--- config.mk ---
export PLATFORM = sky130hd
export DESIGN_NAME = ex_addsub_stage
export DESIGN_NICKNAME = d
export VERILOG_FILES = /design/src/rtl/ex_addsub_stage.sv
export SDC_FILE = /design/constraint.sdc
export NUM_CORES = 1
export LEC_CHECK = 0
export ABC_AREA = 1
export CORE_MARGIN = 2
export CORE_UTILIZATION = 40
export DETAILED_ROUTE_END_ITERATION = 6
export PLACE_DENSITY_LB_ADDON = 0.08
export SYNTH_ARGS = -nofsm -noshare
export SYNTH_HDL_FRONTEND = slang
export SYNTH_SLANG_ARGS = --single-unit
--- constraint.sdc ---
create_clock -name clk -period 34.7 [get_ports clk]
set_input_delay 6.94 -clock clk [delete_from_list [all_inputs] [get_ports clk]]
set_output_delay 6.94 -clock clk [all_outputs]
set_load 0.005 [all_outputs]
--- src/rtl/ex_addsub_stage.sv ---
// Two-stage execute slice: ID/EX operand register feeding a ripple add/sub,
// then an output register holding result, ALU flags and branch decision.

module add_sub_64bit (
  input  logic [63:0] A,
  input  logic [63:0] B,
  input  logic        M,
  output logic [63:0] S,
  output logic        Cout
);
  always_comb begin : ripple
    logic [64:0] c;
    logic [63:0] bm;
    bm   = B ^ {64{M}};
    c    = '0;
    c[0] = M;
    S    = '0;
    for (int i = 0; i < 64; i++) begin
      S[i]   = A[i] ^ bm[i] ^ c[i];
      c[i+1] = (A[i] & bm[i]) | (c[i] & (A[i] ^ bm[i]));
    end
    Cout = c[64];
  end
endmodule

module ex_addsub_stage #(
  parameter int XLEN = 64,
  parameter int TAGW = 5
) (
  input  logic            clk,
  input  logic            rst_n,
  input  logic            flush,
  input  logic            in_valid,
  output logic            in_ready,
  input  logic [3:0]      in_op,
  input  logic [XLEN-1:0] in_a,
  input  logic [XLEN-1:0] in_b,
  input  logic [TAGW-1:0] in_tag,
  output logic            out_valid,
  input  logic            out_ready,
  output logic [XLEN-1:0] out_result,
  output logic [TAGW-1:0] out_tag,
  output logic            out_taken,
  output logic [3:0]      out_flags,
  output logic            out_illegal
);
  localparam logic [3:0] OP_ADD  = 4'd0;
  localparam logic [3:0] OP_SUB  = 4'd1;
  localparam logic [3:0] OP_SLT  = 4'd2;
  localparam logic [3:0] OP_SLTU = 4'd3;
  localparam logic [3:0] OP_BEQ  = 4'd4;
  localparam logic [3:0] OP_BNE  = 4'd5;
  localparam logic [3:0] OP_BLT  = 4'd6;
  localparam logic [3:0] OP_BGE  = 4'd7;
  localparam logic [3:0] OP_BLTU = 4'd8;
  localparam logic [3:0] OP_BGEU = 4'd9;

  function automatic logic [XLEN-1:0] sel_result(input logic [3:0] op,
                                                  input logic [XLEN-1:0] s,
                                                  input logic lt, input logic ltu);
    case (op)
      OP_ADD, OP_SUB: return s;
      OP_SLT:         return XLEN'(lt);
      OP_SLTU:        return XLEN'(ltu);
      default:        return '0;
    endcase
  endfunction

  function automatic logic sel_taken(input logic [3:0] op, input logic z,
                                     input logic lt, input logic ltu);
    case (op)
      OP_BEQ:  return z;
      OP_BNE:  return !z;
      OP_BLT:  return lt;
      OP_BGE:  return !lt;
      OP_BLTU: return ltu;
      OP_BGEU: return !ltu;
      default: return 1'b0;
    endcase
  endfunction

  logic            s1_valid_q, s1_valid_d;
  logic [3:0]      s1_op_q;
  logic [XLEN-1:0] s1_a_q, s1_b_q;
  logic [TAGW-1:0] s1_tag_q;

  logic            out_valid_q, out_valid_d;
  logic [XLEN-1:0] out_result_q, out_result_d;
  logic [TAGW-1:0] out_tag_q, out_tag_d;
  logic            out_taken_q, out_taken_d;
  logic [3:0]      out_flags_q, out_flags_d;
  logic            out_illegal_q, out_illegal_d;

  logic            s1_load, s2_load;
  logic            sub_m, cout, flag_z, flag_n, flag_v, bm_msb, lt, ltu;
  logic [XLEN-1:0] sum;

  // S1 advancing into S2 frees S1 in the same cycle, so accepts stay bubble-free.
  assign in_ready = !s1_valid_q || !out_valid_q || out_ready;
  assign s1_load  = in_valid && in_ready && !flush;
  assign s2_load  = s1_valid_q && (!out_valid_q || out_ready) && !flush;

  always_comb begin
    s1_valid_d = s1_valid_q;
    if (flush)        s1_valid_d = 1'b0;
    else if (s1_load) s1_valid_d = 1'b1;
    else if (s2_load) s1_valid_d = 1'b0;
  end

  always_ff @(posedge clk or negedge rst_n) begin
    if (!rst_n) s1_valid_q <= 1'b0;
    else        s1_valid_q <= s1_valid_d;
  end

  always_ff @(posedge clk) begin
    if (s1_load) begin
      s1_op_q  <= in_op;
      s1_a_q   <= in_a;
      s1_b_q   <= in_b;
      s1_tag_q <= in_tag;
    end
  end

  // ---- S1 -> S2: add/sub and flag derivation ----
  assign sub_m = (s1_op_q != OP_ADD);

  add_sub_64bit u_addsub (
    .A    (s1_a_q),
    .B    (s1_b_q),
    .M    (sub_m),
    .S    (sum),
    .Cout (cout)
  );

  assign bm_msb = s1_b_q[XLEN-1] ^ sub_m;
  assign flag_z = (sum == '0);
  assign flag_n = sum[XLEN-1];
  assign flag_v = (s1_a_q[XLEN-1] == bm_msb) && (flag_n != s1_a_q[XLEN-1]);
  assign lt     = flag_n ^ flag_v;
  assign ltu    = !cout;

  always_comb begin
    out_valid_d   = out_valid_q;
    out_result_d  = out_result_q;
    out_tag_d     = out_tag_q;
    out_taken_d   = out_taken_q;
    out_flags_d   = out_flags_q;
    out_illegal_d = out_illegal_q;
    if (flush) begin
      out_valid_d = 1'b0;
    end else if (s2_load) begin
      out_valid_d   = 1'b1;
      out_result_d  = sel_result(s1_op_q, sum, lt, ltu);
      out_tag_d     = s1_tag_q;
      out_taken_d   = sel_taken(s1_op_q, flag_z, lt, ltu);
      out_flags_d   = {flag_z, flag_n, cout, flag_v};
      out_illegal_d = (s1_op_q > OP_BGEU);
    end else if (out_ready) begin
      out_valid_d = 1'b0;
    end
  end

  // ---- S2: output register ----
  always_ff @(posedge clk or negedge rst_n) begin
    if (!rst_n) begin
      out_valid_q   <= 1'b0;
      out_result_q  <= '0;
      out_tag_q     <= '0;
      out_taken_q   <= 1'b0;
      out_flags_q   <= '0;
      out_illegal_q <= 1'b0;
    end else begin
      out_valid_q   <= out_valid_d;
      out_result_q  <= out_result_d;
      out_tag_q     <= out_tag_d;
      out_taken_q   <= out_taken_d;
      out_flags_q   <= out_flags_d;
      out_illegal_q <= out_illegal_d;
    end
  end

  assign out_valid   = out_valid_q;
  assign out_result  = out_result_q;
  assign out_tag     = out_tag_q;
  assign out_taken   = out_taken_q;
  assign out_flags   = out_flags_q;
  assign out_illegal = out_illegal_q;
endmodule
Yosys cells after proc, flatten, opt, wreduce, memory -nomap -nowiden. Index checks and enable logic that the tools add are counted.

Logic and storage cells: 376. Register bits: 214.

Bitwise logic cells: 324. Reductions and logical operators: 21. Eq/ne operators: 11. Multiplexer cells: 8. Magnitude comparators: 1.

Operators with widths (number): case mux 64 bit (3 select lines) (1); XOR 1 bit (130); bitwise AND 1 bit (128); zero test 64 bit (1); bitwise OR 1 bit (64); XOR 64 bit (1); == test 4 x 3 -> 1 bit (second input constant) (4); == test 4 x 2 -> 1 bit (second input constant) (2); == test 4 bit (second input constant) (2); zero test 1 bit (6); 2-to-1 mux 1 bit (6); case mux 1 bit (6 select lines) (1); nonzero test 3 bit (2); logical AND 1 bit (5); == test 4 x 1 -> 1 bit (second input constant) (1); > comparator 4 bit (second input constant) (1); zero test 4 bit (1); nonzero test 4 bit (1); logical OR 1 bit (3); AND reduction 2 bit (1); OR reduction 2 bit (1); == test 1 bit (1); inequality test 1 bit (1); inverter 1 bit (1).

Logic depth before layout (Yosys ltp). Gate-level depths: netlist (run 1).

Depth in word-level cells: 135. Mapped depth: 83.

Cells and area by module. From an unflattened synthesis (run 1), not the netlist that was laid out.

Cells, all modules: 847. Area, all modules: 10025.9 um^2.

By module, submodules not included: ex_addsub_stage (cells each 568, area an instance 7534.7 um^2, times used 1); add_sub_64bit (cells each 279, area an instance 2491.1 um^2, times used 1).

Worst setup path after synthesis (run 1). Ideal clock, no wire load.

Path type: register -> register. Start point: register s1_op_q[1]. End point: register out_taken_q (netlist: out_taken). Required time: 34.583 ns. Data arrival time: 26.054 ns. Buffers on the path: 1. Stages on the path, launching flop included: 83. Slack: 8.529 ns. Period minus slack after synthesis: 26.171 ns. Cell sequence: edfxtp_1 -> nor2_4 -> nand2_2 -> nor2_8 -> buf_8 -> xor2_1 -> inv_1 -> fa_1 -> fa_1 -> fa_1 -> fa_1 -> fa_1 -> fa_1 -> fa_1 -> fa_1 -> fa_1 -> fa_1 -> fa_1 -> [... 47 more ...] -> fa_1 -> fa_1 -> fa_1 -> fa_1 -> inv_1 -> fa_1 -> fa_1 -> fa_1 -> nand2_1 -> inv_1 -> nand2_1 -> nor2_1 -> nand2_1 -> nor2_1 -> nand4_1 -> nand3_1 -> nand2_1 -> nand2_1.

Cells in the longest elaborated chain, start to end: 135. Elaborated cells on any way between the ends: 338. Classes of those cells: eq/ne: 8; mux: 1; bitwise: 323; reduce/logical: 6.

Ends and longest elaborated chain: start, declared (line 83) `logic [3:0] s1_op_q;`; start signal, assigned (line 117) `s1_op_q <= in_op;`; branches (longest 134 deep; another with XOR 64 bit); case mux 1 bit (6 select lines) (*) (line 71) `case (op)`; end signal, assigned (line 176) `out_taken_q <= out_taken_d;`; end, declared (line 90) `logic out_taken_q, out_taken_d;`.

Mark *: on every way between the ends. A chain may end at the register's enable or synchronous reset.

Worst setup path in the final report (run 1). Ends and elaborated chain as after synthesis.

==> impl_summary.txt, run 1 <==
----------------------------------------------------
[Outcome]
  Run status ... completed

[Setup path]
  Required time of the critical path ... 35.14 ns
  CP endpoint kind ... flip-flop
  Worst reg-to-reg path cell count ... 81
  R2R Path Start ... s1_op_q[1]
  Worst-path maximum fanout ... 37
  Max stage delay cell, worst path ... nor2_8
  Setup crit start kind ... flip-flop
  Largest stage delay on the critical path ... 0.65 ns
  Startpoint-to-endpoint class of the critical path ... flip-flop to flip-flop
  Internal reg-to-reg setup slack ... 6.73 ns
  Data arrival time at the worst-slack endpoint ... roughly 28 ns
  Capture point of the worst reg-to-reg path ... out_taken
  Most frequent cell on the critical path ... fa_1

[Clock tree]
  Clock latency reported for the late side of the worst-skew pair ... 0.51 ns
  CTS Buf Count ... 24
  CTS-repair resized insts ... 0
  Maximum root-to-sink buffer count ... 3
  Clk Tree Root Cell ... clkbuf_16
  TritonCTS clock tree ... yes
  Post-CTS Hold Fix Bufs ... 0
  Sinks on Clock Net ... 214
  CTS HTree Levels ... 1
  Post-CTS setup-driven buffer insertion count ... 0
  Clock slew at the register clock pins of the worst setup and hold paths ... ~0.06 ns

[Timing]
  Setup TNS ... 0 ns
  Fmax achieved ... 0.0358 GHz
  Worst-case clock skew ... 0.0105 ns
  Portion of the clock cycle consumed by the worst path in the final layout ... 80.6%
  Slew of the pin with the lowest slew margin ... 1.05 ns
  Minimum period implied by the final worst setup slack ... 27.97 ns
  Max Transition Viols Final ... 0
  Finish-stage setup viols ... 0
  Hold_ws ... 0.441 ns
  Setup repair after global routing missed its margin ... no
  Remaining max-slew budget at the tightest pin ... 29.8%
  Total count of hold-check failures in the final report ... 0

[Floorplanning]
  Horizontal die dimension ... 160 um
  Io pins ... 219
  Number of rows created at floorplan ... 56
  Area of the core ... 0.0236 mm^2
  Chip height ... 160 um
  Effective utilization at floorplan ... 41.1%
  Total Die Area ... 0.0255 mm^2

[Synthesis]
  Part of the Yosys area used for sequential elements ... about 62%
  Post-synthesis async set-or-reset flop share ... 36.0%
  Yosys Warn Count ... 0
  Ys flop type ... edfxtp_1
  Count of state elements after synthesis ... 214
  Post-synthesis net count ... 963
  Post-synthesis instance area ... slightly below 0.01 mm^2
  Number of instances in the synthesized netlist ... 756
  Netlist cell types ... 27
  Number of flops mapped to enable cells by yosys ... 137
  Per-instance average area after synthesis ... 12.8 um^2

[Hold path]
  Hold Crit Depth ... 2
  Launch instance of the worst min-delay path ... s1_tag_q[4]
  Worst hold path endpoint ... out_tag[4]
  Hold Crit Class ... flip-flop to flip-flop

[GRT]
  GR met2 Demand/Resource ... 27.6%
  GR peak layer ... met2
  GR Util All Layers ... 17.0%
  Sum of overflow across all layers after global routing ... 0
  Maximum number of pins on one net before global-route repair ... 81
  Antenna violations before repair ... 0
  Global Route met1 Usage ... between 20% and 30%
  Vias in the first global route ... 6255
  Global-route wire length before repair ... 33800 um
  GR Util met3 ... 3.19%

[Layout]
  Layout cells sized above 1 ... approximately 4.4%
  Net count of the finished layout ... 1183
  Area added between synthesis and finish ... 33.0%
  FILL cells ... between 2k and 2.5k

[Pwr]
  Worst-case vdd ir drop ... approximately 0.000034 V
  Power density of the placed cells ... 49.2 mW/mm^2
  Pleak ... 5.21 nW

[Drt]
  Routed wirelength normalized by instance count ... 16.4 um
  Overall via count from detail_route ... 5873
  # DRC ... 0
  Router iterations before antenna repair ... 4
  Drt initial violations ... 333
  Post-DR vias/cell ... 4.47
  Sum of routed wire length over all layers ... 21500 um
  Residual antenna-violating net count after detailed routing ... 0

[Placed design]
  Total half-perimeter wirelength after legalization and detailed placement ... 15200 um
  Placer's final routability congestion estimate ... 0.779
  Port Buf Inserts ... 218

[Job]
  Max-Cap Viols ... 0

----------------------------------------------------
==> worst max-delay path by stage <==
stage,start,end,slack (ns),cells after the start
2_1_floorplan,s1_op_q[1],out_taken,8.53,82
3_3_place_gp,s1_op_q[1],out_taken,6.89,81
3_5_place_dp,s1_op_q[1],out_taken,6.61,81
4_1_cts,s1_op_q[1],out_taken,6.52,81
5_1_grt,s1_op_q[1],out_taken,5.54,81
6_report,s1_op_q[1],out_taken,6.73,81
==> sequential cells by signal, indices dropped and copies added (netlist names) <==
| name | cells |
|---|---|
| out_flags | 4 |
| out_illegal | 1 |
| out_result | 64 |
| out_tag | 5 |
| out_taken | 1 |
| out_valid | 1 |
| s1_a_q | 64 |
| s1_b_q | 64 |
| s1_op_q | 4 |
| s1_tag_q | 5 |
| s1_valid_q | 1 |
==> where the power goes <==
| group | total, mW | internal (mW) | leakage (nW) | switching [mW] |
|---|---|---|---|---|
| Clock | 0.246 | 0.148 | 0.375 | 0.0975 |
| Sequential | 0.299 | 0.290 | 2.31 | 0.00940 |
| Combinational | 0.0895 | 0.0488 | 2.52 | 0.0407 |
==> cells in the final DEF, fill, tap and decap left out, drive strengths merged <==
master and n:
xnor2 1, diode 1, ha 1, o211ai 1, bufinv 1, nand4 3
nand3 6, o31ai 9, xor2 63, dfrtp 77, inv 86, o41ai 1
buf 5, nand2 168, nor3 4, clkinv 3, nor2 44, clkdlybuf4s50 217
o21ai 61, fa 64, clkbuf 39, a21oi 2, edfxtp 137
==> critical path, delay by kind of cell, from the launching register on <==
family                   cells  cell delay, ns
AND/OR/NAND/NOR             13            1.66
adder cells (fa/ha/maj)     63           25.24
AO/OA/AOI/OAI                1            0.26
buffers and inverters        4            0.25
flip-flops                   1            0.49
==> routing by layer <==
metal	share of wire (%)	routed length [um]	vias up
met4	1.9	401	0
met1	46	9880	2799
li1	-	-	2878
met5	0	0	-
met3	5.9	1260	27
met2	46	9980	169
==> through the flow <==
stage / setup slack [ns] / cell area, um^2 / power [mW] / util [%] / cells
finish: 6.73 / 12900 / 0.634 / 54.6 / 1313
global route: 5.54 / 12900 / 0.665 / 54.6 / 1312
floorplan: 8.53 / 9700 / 0.346 / - / 756
global placement: 6.89 / 12100 / 0.394 / 51.4 / 1269
detailed placement: 6.61 / 12100 / 0.396 / 51.4 / 1269
CTS: 6.52 / 12900 / 0.644 / 54.6 / 1312
==> cells by family (layout without fill, tap and decap cells) <==
logic type	count (synthesis)	count (layout)	synth area share [%]
adder cells (fa/ha/maj)	65	65	13.3
AND/OR/NAND/NOR	225	225	9.21
other	0	1	0
AO/OA/AOI/OAI	74	74	4.11
flip-flops	214	214	62.3
XOR/XNOR	64	64	5.78
buffers and inverters	114	351	5.29
==> Yosys cell counts, types with 5 or more instances <==
cell type | instances | area (um^2)
buf_6 | 6 | 67.6
nand2_1 | 166 | 623
fa_1 | 64 | 1280
dfrtp_1 | 77 | 1930
nand3_1 | 6 | 30.0
clkbuf_1 | 10 | 37.5
o21ai_1 | 8 | 40.0
xor2_1 | 63 | 552
inv_1 | 85 | 319
o21ai_0 | 53 | 265
o31ai_1 | 9 | 67.6
edfxtp_1 | 137 | 4110
buf_4 | 5 | 37.5
buf_2 | 6 | 30.0
nor2_1 | 42 | 158
==> cell type report <==
type | count | area (um^2) | area share, %
Tap cell | 319 | 399 | 3.09
Inverter | 86 | 325 | 2.52
Clock buffer | 39 | 718 | 5.57
Timing Repair Buffer | 222 | 2210 | 17.1
Clock inverter | 4 | 45.0 | 0.349
Multi-Input combinational cell | 428 | 3160 | 24.5
Antenna cell | 1 | 2.50 | 0.0194
Sequential cell | 214 | 6040 | 46.8
Power figures use the tool's default switching activity.
==> inputs of run 2 (changes only) <==
- clock period: 34.7 -> 28.6 ns (I/O delays scaled with it)
==> impl_summary.txt, run 2 (same netlist as run 1, synthesis figures left out) <==
----------------------------------------------------
[Layout]
  Net count of the finished layout ... 1186
  FILL cells ... 2056
  Total area of multi-input combinational cells ... 0.00316 mm^2
  Area of all placed cells without fillers ... 0.0130 mm^2
  Most frequent cells in the layout ... 217 x clkdlybuf4s50_1, 166 x nand2_1, 137 x edfxtp_1
  Commonest non-fill, non-tap cell in the layout ... clkdlybuf4s50_1
  Layout cells sized above 1 ... 5.11%
  Area added between synthesis and finish ... 33.8%
  Final core occ ... 55.0%
  Area of all sequential standard cells ... 0.00604 mm^2
  Final cell count without fillers ... 1318

[Floorplanning]
  Horizontal die dimension ... 160 um
  Number of rows created at floorplan ... 56
  Total Die Area ... between 0.02 and 0.03 mm^2
  Io pins ... 219
  Chip height ... 160 um
  Effective utilization at floorplan ... 41.1%
  Area of the core ... 0.0236 mm^2

[Placed design]
  Total half-perimeter wirelength after legalization and detailed placement ... 15000 um
  Standard cell area after detailed placement ... 0.0121 mm^2
  Port Buf Inserts ... 218
  Worst setup timing slack at the placement stage ... 1.06 ns
  Placer's final routability congestion estimate ... 0.769
  Cell count after placement ... approximately 1.3k

[Setup path]
  Largest stage delay on the critical path ... around 0.50 ns
  Setup crit start kind ... flip-flop
  Most frequent cell on the critical path ... fa_1
  Worst-path maximum fanout ... 11
  Max stage delay cell, worst path ... edfxtp_1
  Worst reg-to-reg path cell count ... 82
  Data arrival time at the worst-slack endpoint ... 27.80 ns
  Required time of the critical path ... 29.05 ns
  Startpoint-to-endpoint class of the critical path ... flip-flop to flip-flop
  CP endpoint kind ... flip-flop

[Timing]
  Worst-case clock skew ... 0.0139 ns
  Setup repair after global routing missed its margin ... no
  Hold_ws ... 0.440 ns
  Finish-stage setup viols ... 0
  Max Transition Viols Final ... 0
  Fmax achieved ... 0.0366 GHz
  Slew of the pin with the lowest slew margin ... 1.15 ns
  Minimum period implied by the final worst setup slack ... about 27 ns
  Total count of hold-check failures in the final report ... 0
  Remaining max-slew budget at the tightest pin ... a little under a quarter
  Final WS setup ... about 1.3 ns
  Setup TNS ... 0 ns
  Portion of the clock cycle consumed by the worst path in the final layout ... between 90% and 100%

[Clock tree]
  CTS-repair resized insts ... 0
  Maximum root-to-sink buffer count ... 3
  Clock slew at the register clock pins of the worst setup and hold paths ... 0.06 ns
  Post-CTS Hold Fix Bufs ... 0
  Clk Tree Root Cell ... clkbuf_16
  CTS HTree Levels ... 1
  Sinks on Clock Net ... roughly 210
  Clock latency reported for the late side of the worst-skew pair ... ~0.52 ns
  CTS Buf Count ... 25
  TritonCTS clock tree ... yes
  Post-CTS setup-driven buffer insertion count ... 0

[Pwr]
  Pleak ... about 5.3 nW
  Power density of the placed cells ... 60.6 mW/mm^2
  Final Power ... 0.787 mW
  Worst-case vdd ir drop ... between 0.00004 and 0.00005 V

[Drt]
  Sum of routed wire length over all layers ... ~21000 um
  Drt initial violations ... just under 400
  Overall via count from detail_route ... 5798
  Residual antenna-violating net count after detailed routing ... 0
  # DRC ... 0
  Router iterations before antenna repair ... 4
  Routed wirelength normalized by instance count ... 16.0 um
  Post-DR vias/cell ... 4.40

[GRT]
  Global-route wire length before repair ... 33600 um
  GR Util All Layers ... approximately 17%
  Antenna violations before repair ... 1
  Sum of overflow across all layers after global routing ... 0
  Vias in the first global route ... between 6k and 7k
  Maximum number of pins on one net before global-route repair ... 129

[Hold path]
  Hold Crit Depth ... 2
  Hold Crit Class ... flip-flop to flip-flop

[Outcome]
  Run status ... completed

[Job]
  Max-Cap Viols ... 0

----------------------------------------------------
==> run 2: layout make-up <==
cell class                      count  share of cell area [%]
Antenna cell                        1                  0.0193
Clock buffer                       34                    5.47
Clock inverter                     12                   0.877
Inverter                           86                    2.51
Multi-Input combinational cell    428                    24.4
Sequential cell                   214                    46.5
Tap cell                          319                    3.07
Timing Repair Buffer              224                    17.2
==> run 2: metal layers <==
layer  track usage [%]  part of all wire, %  vias to the layer above
met5                 0                    0                        -
met4              4.09                  2.1                        0
met3              3.09                  5.3                       28
met2              27.3                   47                      163
met1              23.9                   46                     2726
li1                  -                    -                     2881
==> run 2: final timing paths <==
kind | start | to | slack (ns)
max | s1_op_q[1] | out_taken | 1.25
min in group asynchronous | rst_n | out_result[51] | 5.00
max reg2reg | s1_op_q[1] | out_taken | 1.25
min | s1_tag_q[1] | out_tag[1] | 0.44
max in group asynchronous | rst_n | out_result[17] | 22.48
min reg2reg | s1_tag_q[1] | out_tag[1] | 0.44
==> run 2: worst max-delay path: cells and delay by family, from the launching register on <==
family                   cells  cell delay (ns)
XOR/XNOR                     1             0.16
adder cells (fa/ha/maj)     63            25.16
buffers and inverters        5             0.35
flip-flops                   1             0.50
AND/OR/NAND/NOR             13             1.10
==> run 2: power breakdown <==
group	internal, mW	switching (mW)
Sequential	0.352	0.0114
Combinational	0.0595	0.0492
Clock	0.192	0.123
Total	0.603	0.184
==> inputs of run 3 (changes only) <==
- CORE_UTILIZATION: 40 -> 35
==> impl_summary.txt, run 3 (same netlist as run 1, synthesis figures left out) <==
----------------------------------------------------
[Placed design]
  Total half-perimeter wirelength after legalization and detailed placement ... between 15000 and 20000 um
  Port Buf Inserts ... around 220
  Cell count after placement ... 1322
  Placer's final routability congestion estimate ... 0.808

[GRT]
  Antenna violations before repair ... 3
  Maximum number of pins on one net before global-route repair ... 138
  Vias in the first global route ... 6166
  Global-route wire length before repair ... 33900 um
  GR Util All Layers ... 15.4%
  Sum of overflow across all layers after global routing ... 0

[Setup path]
  Most frequent cell on the critical path ... fa_1
  R2R Path Start ... s1_op_q[1]
  Worst setup path startpoint ... s1_op_q[1]
  Critical path buffers and inverters ... 6
  Setup crit start kind ... flip-flop
  Largest stage delay on the critical path ... 0.49 ns
  Max stage delay cell, worst path ... edfxtp_1
  Data arrival time at the worst-slack endpoint ... 27.83 ns
  Internal reg-to-reg setup slack ... 1.23 ns
  Required time of the critical path ... between 20 and 30 ns
  Cell family with most CP delay ... adder cells
  Worst-path maximum fanout ... 29
  CP endpoint kind ... flip-flop
  Startpoint-to-endpoint class of the critical path ... flip-flop to flip-flop

[Layout]
  Area added between synthesis and finish ... 34.9%
  Final cell count without fillers ... 1369
  FILL cells ... approximately 2.5k
  Most frequent cells in the layout ... 217 x clkdlybuf4s50_1, 166 x nand2_1, 137 x edfxtp_1
  Commonest non-fill, non-tap cell in the layout ... clkdlybuf4s50_1
  Layout cells sized above 1 ... roughly 5.2%
  Final core occ ... 48.3%
  Area of all sequential standard cells ... around 0.0060 mm^2
  Net count of the finished layout ... 1184
  Total area of multi-input combinational cells ... 0.00316 mm^2

[Timing]
  Minimum period implied by the final worst setup slack ... 27.37 ns
  Fmax achieved ... around 0.037 GHz
  Slew of the pin with the lowest slew margin ... 1.05 ns
  Finish-stage setup viols ... 0
  Setup TNS ... 0 ns
  Max Transition Viols Final ... 0
  Setup repair after global routing missed its margin ... no
  Remaining max-slew budget at the tightest pin ... 29.9%
  Portion of the clock cycle consumed by the worst path in the final layout ... a little over nine tenths
  Worst-case clock skew ... 0.0214 ns
  Total count of hold-check failures in the final report ... 0

[Floorplanning]
  Total Die Area ... between 0.02 and 0.03 mm^2
  Number of rows created at floorplan ... 60
  Area of the core ... around 0.027 mm^2
  Chip height ... 170 um
  Io pins ... 219
  Effective utilization at floorplan ... 35.8%
  Horizontal die dimension ... 170 um

[Drt]
  # DRC ... 0
  Overall via count from detail_route ... 5826
  Sum of routed wire length over all layers ... 21900 um
  Residual antenna-violating net count after detailed routing ... 0
  Router iterations before antenna repair ... 4
  Drt initial violations ... 393
  Routed wirelength normalized by instance count ... between 15 and 20 um
  Post-DR vias/cell ... 4.26

[Clock tree]
  CTS Buf Count ... 25
  Clock latency reported for the late side of the worst-skew pair ... 0.52 ns
  Post-CTS Hold Fix Bufs ... 0
  CTS HTree Levels ... 1
  Post-CTS setup-driven buffer insertion count ... 0
  Sinks on Clock Net ... roughly 210
  Clock slew at the register clock pins of the worst setup and hold paths ... 0.06 ns
  Clk Tree Root Cell ... clkbuf_16
  Maximum root-to-sink buffer count ... 3
  TritonCTS clock tree ... yes
  CTS-repair resized insts ... 0

[Hold path]
  Hold Crit Class ... flip-flop to flip-flop
  Launch instance of the worst min-delay path ... s1_tag_q[2]

[Outcome]
  Run status ... completed

[Pwr]
  Power density of the placed cells ... 61.7 mW/mm^2
  Worst-case vdd ir drop ... 0.0000339 V
  Pleak ... around 5.3 nW

[Job]
  Max-Cap Viols ... 0

----------------------------------------------------
==> run 3: metrics by stage <==
step	area (um^2)	hold WS, ns	setup slack [ns]	total power [mW]
after floorplan	9700	0.418	2.43	0.420
after global placement	12200	0.421	1.32	0.481
after detailed placement	12200	0.427	1.10	0.481
after CTS	13100	0.442	1.05	0.823
after global routing	13100	0.466	0.0600	0.847
final	13100	0.439	1.23	0.808
==> run 3: layer usage <==
| metal | vias up | share of wire, % | track usage [%] |
|---|---|---|---|
| met4 | 4 | 1.5 | 3.34 |
| met2 | 162 | 47 | 25.4 |
| met1 | 2745 | 44 | 20.6 |
| li1 | 2885 | - | - |
| met5 | - | 0.14 | 0 |
| met3 | 30 | 6.7 | 3.74 |
==> run 3: layout make-up <==
cell class	instances	share of cell area [%]
inverters	86	2.49
repair buffers	222	17.0
well taps	372	3.56
clock buffers	29	5.05
flip-flops and latches	214	46.2
clock inverters	17	1.64
diodes	1	0.0191
multi-input cells	428	24.1
==> run 3: path summary, 6_finish.rpt <==
path | endpoint | cells after the start
min in group asynchronous | out_result[47] | 1
worst max-delay path | out_taken | 82
worst min register to register | out_tag[2] | 2
worst max register to register | out_taken | 82
worst min-delay path | out_tag[2] | 2
max in group asynchronous | out_result[8] | 1
==> run 3: worst reg2reg max path, delay by kind of cell, from the launching register on <==
family                     cells  cell delay (ns)
xor gates and xnor gates       1             0.19
adders and majority gates     62            24.68
buffers and inverters          6             0.73
DFF                            1             0.49
and+or+nand+nor               13             1.21
==> run 3: power breakdown <==
part,switching [mW],leakage (nW),internal [mW]
Combinational,0.0490,2.53,0.0593
Clock,0.126,0.428,0.210
Sequential,0.0119,2.31,0.352
Total,0.187,5.27,0.621
